**src/rtl/bpf_pipeline_sequencer_pkg.sv**
```systemverilog
// -----------------------------------------------------------------------------
// bpf_pipeline_sequencer_pkg
// Shared control definitions for the pipelined BPF CPU:
//   - sequencer state encodings (SEQ_IDLE..SEQ_DONE)
//   - BPF jump opcode field values and PC select encodings used by stage2
//   - scoreboard / drain timing constants and a load-value helper
// No ports (package).
// -----------------------------------------------------------------------------
package bpf_pipeline_sequencer_pkg;

  typedef enum logic [2:0] {
    SEQ_IDLE   = 3'd0,
    SEQ_RUN    = 3'd1,
    SEQ_JWAIT  = 3'd2,
    SEQ_REFILL = 3'd3,
    SEQ_DRAIN  = 3'd4,
    SEQ_DONE   = 3'd5
  } seq_state_t;

  // Jump operation field (bits [7:4] of a BPF_JMP opcode byte).
  localparam logic [7:0] BPF_JA   = 8'h00;
  localparam logic [7:0] BPF_JEQ  = 8'h10;
  localparam logic [7:0] BPF_JGT  = 8'h20;
  localparam logic [7:0] BPF_JGE  = 8'h30;
  localparam logic [7:0] BPF_JSET = 8'h40;

  // Next-PC selection driven by stage2.
  localparam logic [1:0] PC_SEL_NEXT = 2'd0;  // PC + 1
  localparam logic [1:0] PC_SEL_JT   = 2'd1;  // PC + 1 + jt
  localparam logic [1:0] PC_SEL_JF   = 2'd2;  // PC + 1 + jf
  localparam logic [1:0] PC_SEL_K    = 2'd3;  // PC + 1 + k (JA)

  // Cycles between issue of an A/X writer and the register being readable.
  localparam int SB_WB_CYCLES = 2;

  // Minimum residency in DRAIN before DONE may be reported.
  localparam int DRAIN_MIN_CYCLES = 2;

  // Scoreboard load value for an issued writer.
  function automatic int sb_load_cycles(input logic pkt_rd, input int pkt_lat);
    return pkt_rd ? (SB_WB_CYCLES + pkt_lat) : SB_WB_CYCLES;
  endfunction

endpackage

```
**src/rtl/bpf_pipeline_sequencer_scoreboard_ctr.sv**
```systemverilog
// -----------------------------------------------------------------------------
// bpf_scoreboard_ctr
// Loadable, saturating down-counter tracking cycles until a pending A or X
// writeback lands. Load has priority over counting; counting stops at zero.
// Ports:
//   clk         clock
//   rst         synchronous reset, active-high (count -> 0)
//   i_en        decrement enable (counter frozen when low)
//   i_load      load i_load_val this cycle
//   i_load_val  value to load
//   o_count     current count
//   o_zero      count is zero (register is safe to read)
// -----------------------------------------------------------------------------
module bpf_scoreboard_ctr
  import bpf_pipeline_sequencer_pkg::*;
#(
  parameter int W = 3
) (
  input  logic         clk,
  input  logic         rst,
  input  logic         i_en,
  input  logic         i_load,
  input  logic [W-1:0] i_load_val,
  output logic [W-1:0] o_count,
  output logic         o_zero
);

  logic [W-1:0] r_count;

  always_ff @(posedge clk) begin
    if (rst) begin
      r_count <= '0;
    end else if (i_load) begin
      r_count <= i_load_val;
    end else if (i_en && (r_count != '0)) begin
      r_count <= r_count - 1'b1;
    end
  end

  assign o_count = r_count;
  assign o_zero  = (r_count == '0);

endmodule

```
**src/rtl/bpf_pipeline_sequencer.sv**
```systemverilog
// -----------------------------------------------------------------------------
// bpf_pipeline_sequencer
// Central sequencer for the pipelined BPF CPU. Runs the start/done handshake,
// produces stall/flush/issue controls for stage0 and stage1, scoreboards
// pending A/X writebacks (no forwarding: a read waits for count 0), holds
// fetch across unresolved jumps and drains the pipeline on RET.
// Ports:
//   clk, rst          clock, synchronous active-high reset
//   start             begin a filter from PC 0 (honoured only in IDLE)
//   done_ack          result consumed (honoured only in DONE)
//   dec_*             stage1 instruction attributes
//   jmp_resolved      stage2 resolved the outstanding jump this cycle
//   stall0, stall1    hold stage0 / hold stage1 (stage2 gets a bubble)
//   flush1            zero stage1 control outputs
//   issue             stage1 instruction advances this cycle
//   busy, done, err   status; err is sticky until rst
// -----------------------------------------------------------------------------
module bpf_pipeline_sequencer
  import bpf_pipeline_sequencer_pkg::*;
#(
  parameter int PKT_RD_LATENCY = 2,
  parameter int REFILL_CYCLES  = 2
) (
  input  logic clk,
  input  logic rst,
  input  logic start,
  input  logic done_ack,
  input  logic dec_valid,
  input  logic dec_rd_A,
  input  logic dec_rd_X,
  input  logic dec_wr_A,
  input  logic dec_wr_X,
  input  logic dec_pkt_rd,
  input  logic dec_is_jmp,
  input  logic dec_is_ret,
  input  logic jmp_resolved,
  output logic stall0,
  output logic stall1,
  output logic flush1,
  output logic issue,
  output logic busy,
  output logic done,
  output logic err
);

  localparam int SB_W  = $clog2(PKT_RD_LATENCY + SB_WB_CYCLES + 1);
  localparam int CNT_W = $clog2(REFILL_CYCLES + DRAIN_MIN_CYCLES);

  localparam logic [SB_W-1:0]  SB_LD_ALU = SB_W'(sb_load_cycles(1'b0, PKT_RD_LATENCY));
  localparam logic [SB_W-1:0]  SB_LD_PKT = SB_W'(sb_load_cycles(1'b1, PKT_RD_LATENCY));
  localparam logic [CNT_W-1:0] REFILL_LD = CNT_W'(REFILL_CYCLES - 1);
  localparam logic [CNT_W-1:0] DRAIN_LD  = CNT_W'(DRAIN_MIN_CYCLES - 1);

  seq_state_t       r_state, w_state_next;
  logic [CNT_W-1:0] r_cnt, w_cnt_next;     // shared by REFILL and DRAIN
  logic             r_err, w_err_next;

  // Scoreboard lanes: index 0 = A, index 1 = X.
  logic [1:0]      w_rd, w_wr, w_sb_load, w_pend_zero;
  logic [SB_W-1:0] w_pend [2];
  logic            w_sb_en, w_hazard, w_issue;

  assign w_rd    = {dec_rd_X, dec_rd_A};
  assign w_wr    = {dec_wr_X, dec_wr_A};
  assign w_sb_en = (r_state != SEQ_IDLE);
  assign w_issue = issue;

  genvar gi;
  generate
    for (gi = 0; gi < 2; gi++) begin : g_sb
      assign w_sb_load[gi] = w_issue & w_wr[gi];

      bpf_scoreboard_ctr #(
        .W (SB_W)
      ) u_ctr (
        .clk        (clk),
        .rst        (rst),
        .i_en       (w_sb_en),
        .i_load     (w_sb_load[gi]),
        .i_load_val (dec_pkt_rd ? SB_LD_PKT : SB_LD_ALU),
        .o_count    (w_pend[gi]),
        .o_zero     (w_pend_zero[gi])
      );
    end
  endgenerate

  // Read of a register whose writeback is still in flight.
  assign w_hazard = dec_valid & (|(w_rd & ~w_pend_zero));

  always_comb begin
    stall0       = 1'b1;
    stall1       = 1'b0;
    flush1       = 1'b1;
    issue        = 1'b0;
    busy         = 1'b0;
    done         = 1'b0;
    w_state_next = r_state;
    w_cnt_next   = r_cnt;
    // A resolve with no jump outstanding is a protocol violation.
    w_err_next   = r_err | (jmp_resolved & (r_state != SEQ_JWAIT));

    case (r_state)
      SEQ_IDLE: begin
        if (start) w_state_next = SEQ_RUN;
      end

      SEQ_RUN: begin
        stall1 = w_hazard;
        stall0 = w_hazard;
        flush1 = 1'b0;
        issue  = dec_valid & ~w_hazard;
        busy   = 1'b1;
        if (issue && dec_is_ret) begin
          // RET dominates; a simultaneous jump flag is malformed decode.
          w_state_next = SEQ_DRAIN;
          w_cnt_next   = DRAIN_LD;
          if (dec_is_jmp) w_err_next = 1'b1;
        end else if (issue && dec_is_jmp) begin
          w_state_next = SEQ_JWAIT;
        end
      end

      SEQ_JWAIT: begin
        busy = 1'b1;
        if (jmp_resolved) begin
          w_state_next = SEQ_REFILL;
          w_cnt_next   = REFILL_LD;
        end
      end

      SEQ_REFILL: begin
        busy = 1'b1;
        if (r_cnt == '0) w_state_next = SEQ_RUN;
        else             w_cnt_next   = r_cnt - 1'b1;
      end

      SEQ_DRAIN: begin
        busy = 1'b1;
        if (r_cnt != '0) w_cnt_next = r_cnt - 1'b1;
        if ((r_cnt == '0) && (&w_pend_zero)) w_state_next = SEQ_DONE;
      end

      SEQ_DONE: begin
        done = 1'b1;
        if (done_ack) w_state_next = SEQ_IDLE;
      end

      default: begin
        w_state_next = SEQ_IDLE;
      end
    endcase
  end

  always_ff @(posedge clk) begin
    if (rst) begin
      r_state <= SEQ_IDLE;
      r_cnt   <= '0;
      r_err   <= 1'b0;
    end else begin
      r_state <= w_state_next;
      r_cnt   <= w_cnt_next;
      r_err   <= w_err_next;
    end
  end

  assign err = r_err;

endmodule

```
**config.mk**
```make
export PLATFORM = sky130hd
export DESIGN_NAME = bpf_pipeline_sequencer
export DESIGN_NICKNAME = d
export VERILOG_FILES = /design/src/rtl/bpf_pipeline_sequencer_pkg.sv /design/src/rtl/bpf_pipeline_sequencer_scoreboard_ctr.sv /design/src/rtl/bpf_pipeline_sequencer.sv
export SDC_FILE = /design/constraint.sdc
export NUM_CORES = 1
export LEC_CHECK = 0
export ABC_CLOCK_PERIOD_IN_PS = 1890
export CORE_MARGIN = 4
export CORE_UTILIZATION = 50
export CTS_CLUSTER_DIAMETER = 80
export CTS_CLUSTER_SIZE = 20
export DETAILED_ROUTE_END_ITERATION = 8
export PLACE_DENSITY = 0.79
export SKIP_LAST_GASP = 1
export SLEW_MARGIN = 10
export SYNTH_ARGS = -nofsm -noshare
export SYNTH_HDL_FRONTEND = slang
export SYNTH_SLANG_ARGS = --single-unit
```
**constraint.sdc**
```tcl
create_clock -name clk -period 1.89 [get_ports clk]
set_clock_uncertainty 0.15 [all_clocks]
set_input_delay 0.189 -clock clk [delete_from_list [all_inputs] [get_ports clk]]
set_output_delay 0.189 -clock clk [all_outputs]
set_load 0.01 [all_outputs]
```
# After elaboration in Yosys (flattened, before gate mapping)
# Cells that the tools add are included.
[word_totals]
reg_bits = 12
inputBits = 13
wordCells = 80
[classes]
add_sub_neg = 3
eq_ne = 15
mux = 27
n_bitwise = 9
reduce_logical = 21
[ops]
columns = ["op", "n"]
rows = [
  ["2-to-1 mux 3 bit", 12],
  ["case mux 3 bit (6 select lines)", 1],
  ["!= test 2 bit (second input constant)", 8],
  ["zero test 3 bit", 3],
  ["2-to-1 mux 1 bit", 9],
  ["nonzero test 3 bit", 3],
  ["2-to-1 mux 2 bit", 4],
  ["case mux 2 bit (4 select lines)", 1],
  ["== test 3 x 2 -> 1 bit (second input constant)", 2],
  ["== test 3 bit (second input constant)", 2],
  ["AND reduction 6 bit", 1],
  ["nonzero test 2 bit", 3],
  ["subtractor 3 x 1 -> 3 bit (second input constant)", 2],
  ["bitwise AND 1 bit", 5],
  ["logical AND 1 bit", 5],
  ["AND reduction 5 bit", 1],
  ["nonzero test 4 bit", 1],
  ["OR reduction 4 bit", 1],
  ["== test 3 x 1 -> 1 bit (second input constant)", 1],
  ["!= test 3 x 2 -> 1 bit (second input constant)", 1],
  ["!= test 3 bit (second input constant)", 1],
  ["bitwise AND 2 bit", 1],
  ["zero test 2 bit", 1],
  ["inverter 2 bit", 1],
  ["other kinds (5)", 5],
]

# Depth between registers and ports, before layout
# Gate-level depths: netlist of the first run.
[depth]
ltp_word = 11
ltp_mapped = 7

# Hierarchy
# Synthesis of the first run repeated with hierarchy kept, for this count alone.
[unflattened]
hier_cells = 112
hier_area_um2 = 912.1
[modules_own_cells]
columns = ["mod", "instances", "cells_per_inst", "area_per_inst_um2"]
rows = [
  ["bpf_pipeline_sequencer", 1, 70, 546.8],
  ["bpf_scoreboard_ctr", 2, 21, 182.7],
]

# Least setup slack after synthesis of the first run
# No wires, ideal clock.
[synth_path]
path_kind = "reg-to-reg"
startpoint = "register g_sb[0].u_ctr.r_count[0]"
endpoint = "register g_sb[1].u_ctr.r_count[2]"
setup_ps = 129
t_arrival_ps = 1455
t_required_ps = 1611
setup_slack_ps = 157
stages_incl_launch_ff = 8
path_buffers = 1
synth_period_minus_slack_ps = 1733
path_cell_list = "dfxtp_1 inv_1 ha_1 nand2b_1 buf_2 a221oi_4 nand3_1 nor3b_2"
[synth_between]
elab_chain_len = 10
[synth_rtl]
columns = ["element", "line_no", "source"]
rows = [
  ["start, declared", "bpf_pipeline_sequencer_scoreboard_ctr.sv:28", "logic [W-1:0] r_count;"],
  ["start signal, assigned", "bpf_pipeline_sequencer_scoreboard_ctr.sv:34", "r_count <= i_load_val;"],
  ["start signal, assigned", "bpf_pipeline_sequencer_scoreboard_ctr.sv:36", "r_count <= r_count - 1'b1;"],
  ["zero test 3 bit (*)", "bpf_pipeline_sequencer_scoreboard_ctr.sv:41", "assign o_zero = (r_count == '0);"],
  ["inverter 2 bit (*)", "bpf_pipeline_sequencer.sv:88", "assign w_hazard = dec_valid & (|(w_rd & ~w_pend_zero));"],
  ["bitwise AND 2 bit (*)", "bpf_pipeline_sequencer.sv:88", ""],
  ["OR reduction 2 bit (*)", "bpf_pipeline_sequencer.sv:88", ""],
  ["bitwise AND 1 bit (*)", "bpf_pipeline_sequencer.sv:88", ""],
  ["inverter 1 bit (*)", "bpf_pipeline_sequencer.sv:111", "issue = dec_valid & ~w_hazard;"],
  ["bitwise AND 1 bit (*)", "bpf_pipeline_sequencer.sv:111", ""],
  ["2-to-1 mux 1 bit (*)", "bpf_pipeline_sequencer.sv:102", "case (r_state)"],
  ["via issue", "bpf_pipeline_sequencer.sv:40", "output logic issue,"],
  ["bitwise AND 1 bit (*)", "bpf_pipeline_sequencer.sv:71", "assign w_sb_load[gi] = w_issue & w_wr[gi];"],
  ["2-to-1 mux 3 bit or nonzero test 2 bit (tied branches)", "--", ""],
  ["end signal, assigned", "bpf_pipeline_sequencer_scoreboard_ctr.sv:34", ""],
  ["end signal, assigned", "bpf_pipeline_sequencer_scoreboard_ctr.sv:36", ""],
  ["end, declared", "bpf_pipeline_sequencer_scoreboard_ctr.sv:28", ""],
]
# The timed path passes the listed nets; every way through them passes the cells marked *.
# A chain may end at the register's enable or synchronous reset.

# Worst setup path in the final report of the first run
[layout_path]
startpoint = "register g_sb[1].u_ctr.r_count[0]"
endpoint = "output stall1"
[layout_between]
elab_chain_len = 6
[layout_rtl]
columns = ["element", "line_no", "source"]
rows = [
  ["zero test 3 bit", "bpf_pipeline_sequencer_scoreboard_ctr.sv:41", ""],
  ["inverter 2 bit", "bpf_pipeline_sequencer.sv:88", ""],
  ["bitwise AND 2 bit", "bpf_pipeline_sequencer.sv:88", ""],
  ["OR reduction 2 bit", "bpf_pipeline_sequencer.sv:88", ""],
  ["bitwise AND 1 bit", "bpf_pipeline_sequencer.sv:88", ""],
  ["2-to-1 mux 1 bit", "bpf_pipeline_sequencer.sv:102", ""],
  ["end, declared", "bpf_pipeline_sequencer.sv:38", "output logic stall1,"],
]
# No other way between the ends.

==> results of run 1 <==
==> per-stage QoR <==
step / hold WS [ns] / setup TNS, ns / area [um2]
floorplan: 0.132 / 0 / 947
global placement: 0.293 / -0.148 / 1280
detailed placement: 0.315 / -0.178 / 1280
CTS: 0.326 / -0.0167 / 1340
global route: 0.348 / -0.0811 / 1340
finish: 0.327 / 0 / 1340
==> cell type report <==
class                   instances  area, um2
well taps                      25       31.3
multi-input cells              84        666
inverters                      10       37.5
clock buffers                   4       36.3
repair buffers                 39        327
flip-flops and latches         12        245
fillers                       133        422
==> metal layers <==
metal,share of wire (%),vias to the layer above,wire length (um),global-route usage [%]
met5,0,-,0,0
met4,2.6,0,61,11.8
met3,5.0,7,117,2.87
met2,52,27,1200,35.0
met1,41,452,945,21.5
li1,-,485,-,-
==> report_power, final <==
group / total, uW / internal, uW / leakage (uW) / switching, uW
sequential: 400 / 347 / 0.0000992 / 52.8
combinational: 1480 / 754 / 0.000446 / 723
clock: 207 / 117 / 0.0000210 / 90.1
total: 2080 / 1220 / 0.000566 / 866
==> worst min path at each step <==
| stage | endpoint | start | slack, ns | cells after the start |
|---|---|---|---|---|
| after detailed placement | r_cnt[1] | r_cnt[1] | 0.31 | 2 |
| after floorplan | g_sb[1].u_ctr.o_count[0] | dec_wr_X | 0.13 | 1 |
| after CTS | r_cnt[1] | r_cnt[1] | 0.33 | 2 |
| after global routing | r_cnt[1] | r_cnt[1] | 0.35 | 2 |
| final | r_cnt[1] | r_cnt[1] | 0.33 | 2 |
| after global placement | r_cnt[1] | r_cnt[1] | 0.29 | 2 |
==> worst max-delay path, cell delays in order (launching register included) <==
cell and delay, ns:
dfxtp_1 0.32, inv_1 0.05, ha_1 0.22, nand2b_4 0.10
a22o_1 0.14, nand2_1 0.07, nor2_1 0.09, clkdlybuf4s15_1 0.24
==> flip-flops by register name, summed over array words and instances (netlist names) <==
register	count
err	1
r_cnt	2
g_sb.u_ctr.o_count	6
r_state	3
==> timing repair <==
action,CTS,global route
gates resized for setup,15,6
pin swaps,1,1
buffers inserted,0,0
endpoints found under the setup margin,8,7
==> kinds of logic after synthesis <==
logic type / after synthesis / share of synthesized area, %
AOI/OAI and AO/OA: 28 / 24.7
xor gates and xnor gates: 4 / 3.70
adders and majority gates: 5 / 6.61
buffers and inverters: 18 / 8.06
DFF: 12 / 25.4
muxes: 6 / 6.34
and+or+nand+nor: 41 / 25.2
==> cells in the final DEF, fill, tap and decap left out, drive strengths merged, types with 5 or more instances in the layout <==
cell	instances
buf	20
clkbuf	6
mux2i	6
clkdlybuf4s50	13
inv	10
dfxtp	12
nand2b	5
nand2	9
ha	5
a21oi	5
==> key figures, run 1 <==
Synth
  • Yosys warns: 0
  • Number of flops mapped to enable cells by yosys: 0
  • Post-synth top flop: dfxtp_1
  • Post-Syn Area: between 900 and 1000 um2
  • Post-synth net total: 132
  • Synth area leaders: dfxtp_1 (25%), ha_1 (6.6%), mux2i_1 (6.3%)
  • Area leader, netlist: dfxtp_1
  • Synth Register Bits: 12
  • Post-synth top area share: 25.4%
  • Synth Area per Inst: 8.31 um2
  • Cell variety after synth: 40
  • Register area share after synthesis: 25.4%
  • Ys async rst share: 0%
  • Post-synth top cells: dfxtp_1 (12), inv_1 (10), nand2_1 (9)
  • Syn Inst Count: 114
  • Cell with the most instances after synthesis: dfxtp_1

Flow run
  • Max Cap Viol: 0

Global routing
  • First-pass GRT wire length: 3880 um
  • GRT overflow: 0
  • Gr usage total: around 20%
  • Vias in the first global route: 927
  • Largest net degree at the start of global routing: 9
  • Antenna violations before repair: 0

Power and ir drop
  • Peak VDD IR: roughly 1.0 mV
  • Power, Total: roughly 2100 uW
  • P_leak: ~0.00057 uW
  • Power per standard cell area: 1550 nW/um2

Worst setup path
  • Reg2Reg Depth: 5
  • Reg-to-reg startpoint: r_state[2]
  • R2r endpoint: g_sb[1].u_ctr.o_count[1]
  • R2R setup slack: 0.11 ns
  • CP Class: reg -> out
  • Crit-path max FO: 4
  • Worst setup SP type: flop
  • Crit path capture: stall1
  • CP arrival: 1.51 ns
  • CP Launch Point: g_sb[1].u_ctr.o_count[0]
  • Crit. End Element: output port
  • Worst endpoint required time: 1.55 ns

Clock tree
  • H-tree depth: 1
  • CTS tree: yes
  • Clk Latency, worst-skew pair: 0.27 ns
  • CTS sink cnt: 12
  • TritonCTS Buffers: 3
  • Clock tree buffer depth: 2
  • Worst-path clk slew: 0.08 ns
  • Post-CTS Hold Fix Bufs: 0
  • Clk Tree Root Cell: clkbuf_4

Die
  • Core footprint: 1760 um2
  • Site Rows: 15
  • Ports: 20
  • Die ar.: about 2700 um2
  • Starting Density: 53.7%
  • Die Ht: 51.5 um
  • Die W: 51.5 um

STA
  • Period utilization: 98.1%
  • Max Freq: 540 MHz
  • Final hold violation count: 0
  • Fin. max-slew vios: 0
  • Fin worst setup slack: 0.0365 ns
  • Unrepaired setup endpoints after global routing: yes
  • Rel. slew slack: 75.8%
  • Worst slew pin tran: ~0.36 ns
  • Final Critical Period: 1.85 ns
  • Final setup fails: 0

Route
  • 1st-pass router iterations: 4
  • WL/cell: between 10 and 15 um
  • DRC violations left: 0
  • Final ANT Viol Nets: 0
  • Final WL: around 2300 um
  • Vias: between 900 and 1,000
  • Vias per cell: 5.58
  • Initial DRC Count: 18

Place
  • I/O Buffers: 19
  • Placed cells: 170
  • Dpl hpwl: between 1500 and 2000 um
  • Setup WS pre-CTS: -0.0829 ns
  • RePlAce Congestion: 0.858

Hold path
  • Worst min path class: reg -> reg

Finish
  • Share of cells above drive strength 1: 26.8%
  • Post-Route Utilization: around 76%
  • Post-Layout Cell Count: 174
  • Ant. Diodes: 0
  • Nets: 168
  • P&R area growth vs syn: 41.7%

Status
  • Outcome: finished, final reports clean
Power figures use the tool's default switching activity.
==> inputs of run 2 (changes only) <==
- ABC_CLOCK_PERIOD_IN_PS: 1890 -> 1740
- CORE_ASPECT_RATIO: not set -> 0.9
- SKIP_LAST_GASP: 1 -> not set
- clock period: 1.89 -> 1.74 ns (I/O delays scaled with it)
==> run 2 against run 1 <==
Combinational power increased by 43%. Critical path depth stayed put. Global-route usage grew 7.3 points. Sequential power increased by 16%. Register-to-register slack lost 0.08 ns. Utilization grew 8.4 points. Die area barely moved. The flow now finishes with violations (setup timing). Final area rose by 9.1%.
==> key figures, run 2 (synthesized netlist as in run 1, its figures left out) <==
Power and ir drop
  • Internal Power: 1590 uW (+31%)
  • Switching share of total power: 43.6% (+2.1 points)
  • Clock group share of total power: 8.6% (-1.3 points)
  • Gate power share: 75.0% (+4.1 points)
  • Net Sw Power: 1230 uW (+42%)
  • P_leak: 0.000605 uW (+6.9%)
  • Peak VDD IR: 1.22 mV (+20%)
  • Seq pwr share: 16.4% (-2.8 points)
  • Power per standard cell area: 1930 nW/um2 (+24%)

STA
  • Unrepaired setup endpoints after global routing: yes
  • Rel. slew slack: 73.2% (-2.5 points)
  • Worst slew pin tran: 0.398 ns (+0.0384 ns)
  • Period utilization: 101%
  • Final hold violation count: 0 (unchanged)
  • Setup_tns: -0.0167 ns (-0.0167 ns)
  • Final Critical Period: ~1.8 ns
  • Fin. max-slew vios: 0 (unchanged)
  • Fin worst setup slack: -0.0167 ns (-0.0532 ns)
  • Final setup fails: 1 (+1)
  • Max Freq: 569 MHz

Die
  • Core footprint: 1730 um2 (-1.7%)
  • Die W: 53.9 um (+4.6%)
  • Die Ht: 49.3 um (-4.3%)
  • Starting Density: 54.6% (+0.93 points)
  • Die ar.: 2660 um2 (about the same)
  • Ports: 20 (unchanged)
  • Site Rows: 14 (-1)

Status
  • Outcome: finished, violations left
  • Failing checks: setup timing

Global routing
  • GRT overflow: 0 (unchanged)
  • First-pass GRT wire length: 5240 um (+35%)
  • Gr usage total: 26.8% (+7.3 points)
  • Largest net degree at the start of global routing: 9 (unchanged)
  • Antenna violations before repair: 0 (unchanged)
  • Vias in the first global route: 1,115 (+20%)

Worst setup path
  • CP Cell Sequence: inv_2 -> ha_4 -> nand2b_4 -> a22o_1 -> nand2_2 -> nand2b_1 -> buf_2
  • Critical path's slowest cell: dfxtp_1
  • R2r endpoint: r_cnt[0]
  • Worst setup SP type: flop
  • CP Class: reg -> out
  • CP Launch Point: g_sb[0].u_ctr.o_count[1]
  • Reg2Reg Depth: 4 (-1)
  • Crit path capture: stall0
  • Crit. path cell count: 7 (unchanged)
  • CP arrival: 1.43 ns (-0.08 ns)
  • Crit-path max FO: 3 (-1)
  • Bufs and invs on worst path: 2 (unchanged)
  • Crit. End Element: output port
  • Worst endpoint required time: 1.42 ns (-0.13 ns)
  • Cell family with most CP delay: flip-flops
  • Reg-to-reg startpoint: r_state[0]
  • Largest stage delay, worst path: 0.32 ns (about the same)
  • R2R setup slack: 0.03 ns (-0.08 ns)

Route
  • Vias: 1,103 (+14%)
  • Vias per cell: 6.13 (+9.8%)
  • Final ANT Viol Nets: 0 (unchanged)
  • 1st-pass router iterations: 4 (unchanged)
  • DRC violations left: 0 (unchanged)
  • Initial DRC Count: 48 (+30)
  • WL/cell: 19.4 um (+46%)
  • Final WL: 3490 um (+51%)

Place
  • I/O Buffers: 19 (unchanged)
  • Setup WS pre-CTS: -0.276 ns (-0.193 ns)
  • Placed cell areas: 1300 um2 (+1.7%)
  • Dpl hpwl: 2100 um (+8.9%)
  • RePlAce Congestion: 0.867 (+1.0%)
  • Placed cells: 172 (+1.2%)

Clock tree
  • Worst-path clk slew: 0.08 ns (about the same)
  • Clock tree buffer depth: 2 (unchanged)
  • Post-CTS Hold Fix Bufs: 0 (unchanged)
  • CTS sink cnt: 12 (unchanged)
  • Clk Latency, worst-skew pair: 0.29 ns (+0.02 ns)
  • CTS tree: yes
  • H-tree depth: 1 (unchanged)
  • Clk Tree Root Cell: clkbuf_4
  • TritonCTS Buffers: 3 (unchanged)

Finish
  • P&R area growth vs syn: 54.7%
  • Post-Route Utilization: 84.5% (+8.4 points)
  • Max reg flops: 6 (unchanged)
  • Ant. Diodes: 0 (unchanged)
  • Most common cell after layout, fill and taps aside: buf_4
  • Share of cells above drive strength 1: 41.7% (+15 points)
  • Most frequent cells in the layout: buf_4 (25), clkdlybuf4s50_1 (13), nand2_1 (8)
  • Nets: 175 (+4.2%)
  • Post-Layout Cell Count: 180 (+3.4%)
  • Post-route cell area: 1470 um2 (+9.1%)

Hold path
  • Worst min path class: reg -> reg

Flow run
  • Max Cap Viol: 0 (unchanged)
[run 2: what timing repair did]
| action | in CTS | in global routing |
|---|---|---|
| resized for setup | 32 | 19 |
| pin swaps | 5 | 8 |
| setup buffers | 1 | 3 |
| endpoints found under the setup margin | 15 | 13 |
| hold endpoints to repair | 0 | 0 |
[run 2: power by group through the flow]
stage | logic [uW] | clock network [uW] | registers (uW)
finish | 2120 | 244 | 463
global route | 2250 | 264 | 471
CTS | 1820 | 243 | 446
detailed placement | 1600 | 0 | 441
global placement | 1530 | 0 | 435
floorplan | 1020 | 0 | 428
[run 2: worst min-delay path by stage]
| stage | startpoint | cells after the start | slack [ns] | to |
|---|---|---|---|---|
| finish | r_cnt[1] | 2 | 0.31 | r_cnt[1] |
| global route | r_cnt[1] | 2 | 0.37 | r_cnt[1] |
| CTS | r_cnt[1] | 2 | 0.32 | r_cnt[1] |
| detailed placement | r_cnt[1] | 2 | 0.31 | r_cnt[1] |
| global placement | r_cnt[1] | 2 | 0.30 | r_cnt[1] |
| floorplan | dec_wr_X | 1 | 0.12 | g_sb[1].u_ctr.o_count[0] |
[run 2: worst register-to-register path, cell delays in order (launching register included)]
cell	delay (ns)
dfxtp_2	0.38
or3b_4	0.41
buf_4	0.16
o22a_1	0.23
o221a_1	0.27
[run 2: per-layer routing]
layer  share of wire [%]  up-vias  track usage [%]
li1                    -      501                -
met1                  43      531             33.8
met2                  47       57             43.5
met3                 6.0       14             5.81
met4                 3.6        0             9.36
met5                   0        -                0
[run 2: per-stage QoR]
stage / hold slack (ns) / power [uW]
after floorplan: 0.117 / 1440
after global placement: 0.295 / 1970
after detailed placement: 0.307 / 2040
after CTS: 0.319 / 2510
after global routing: 0.368 / 2980
final: 0.312 / 2820
[run 2: final cells by class]
cell class | count | area [um2]
Sequential cell | 12 | 248
Multi-Input combinational cell | 84 | 734
Inverter | 10 | 37.5
Tap cell | 24 | 30.0
Timing Repair Buffer | 46 | 379
Fill cell | 97 | 269
Clock buffer | 4 | 36.3
==> inputs of run 3 (changes only) <==
- CTS_CLUSTER_SIZE: 20 -> 12
==> results of run 3 <==
The final DEF is identical to that of run 2; final timing and power are the same.
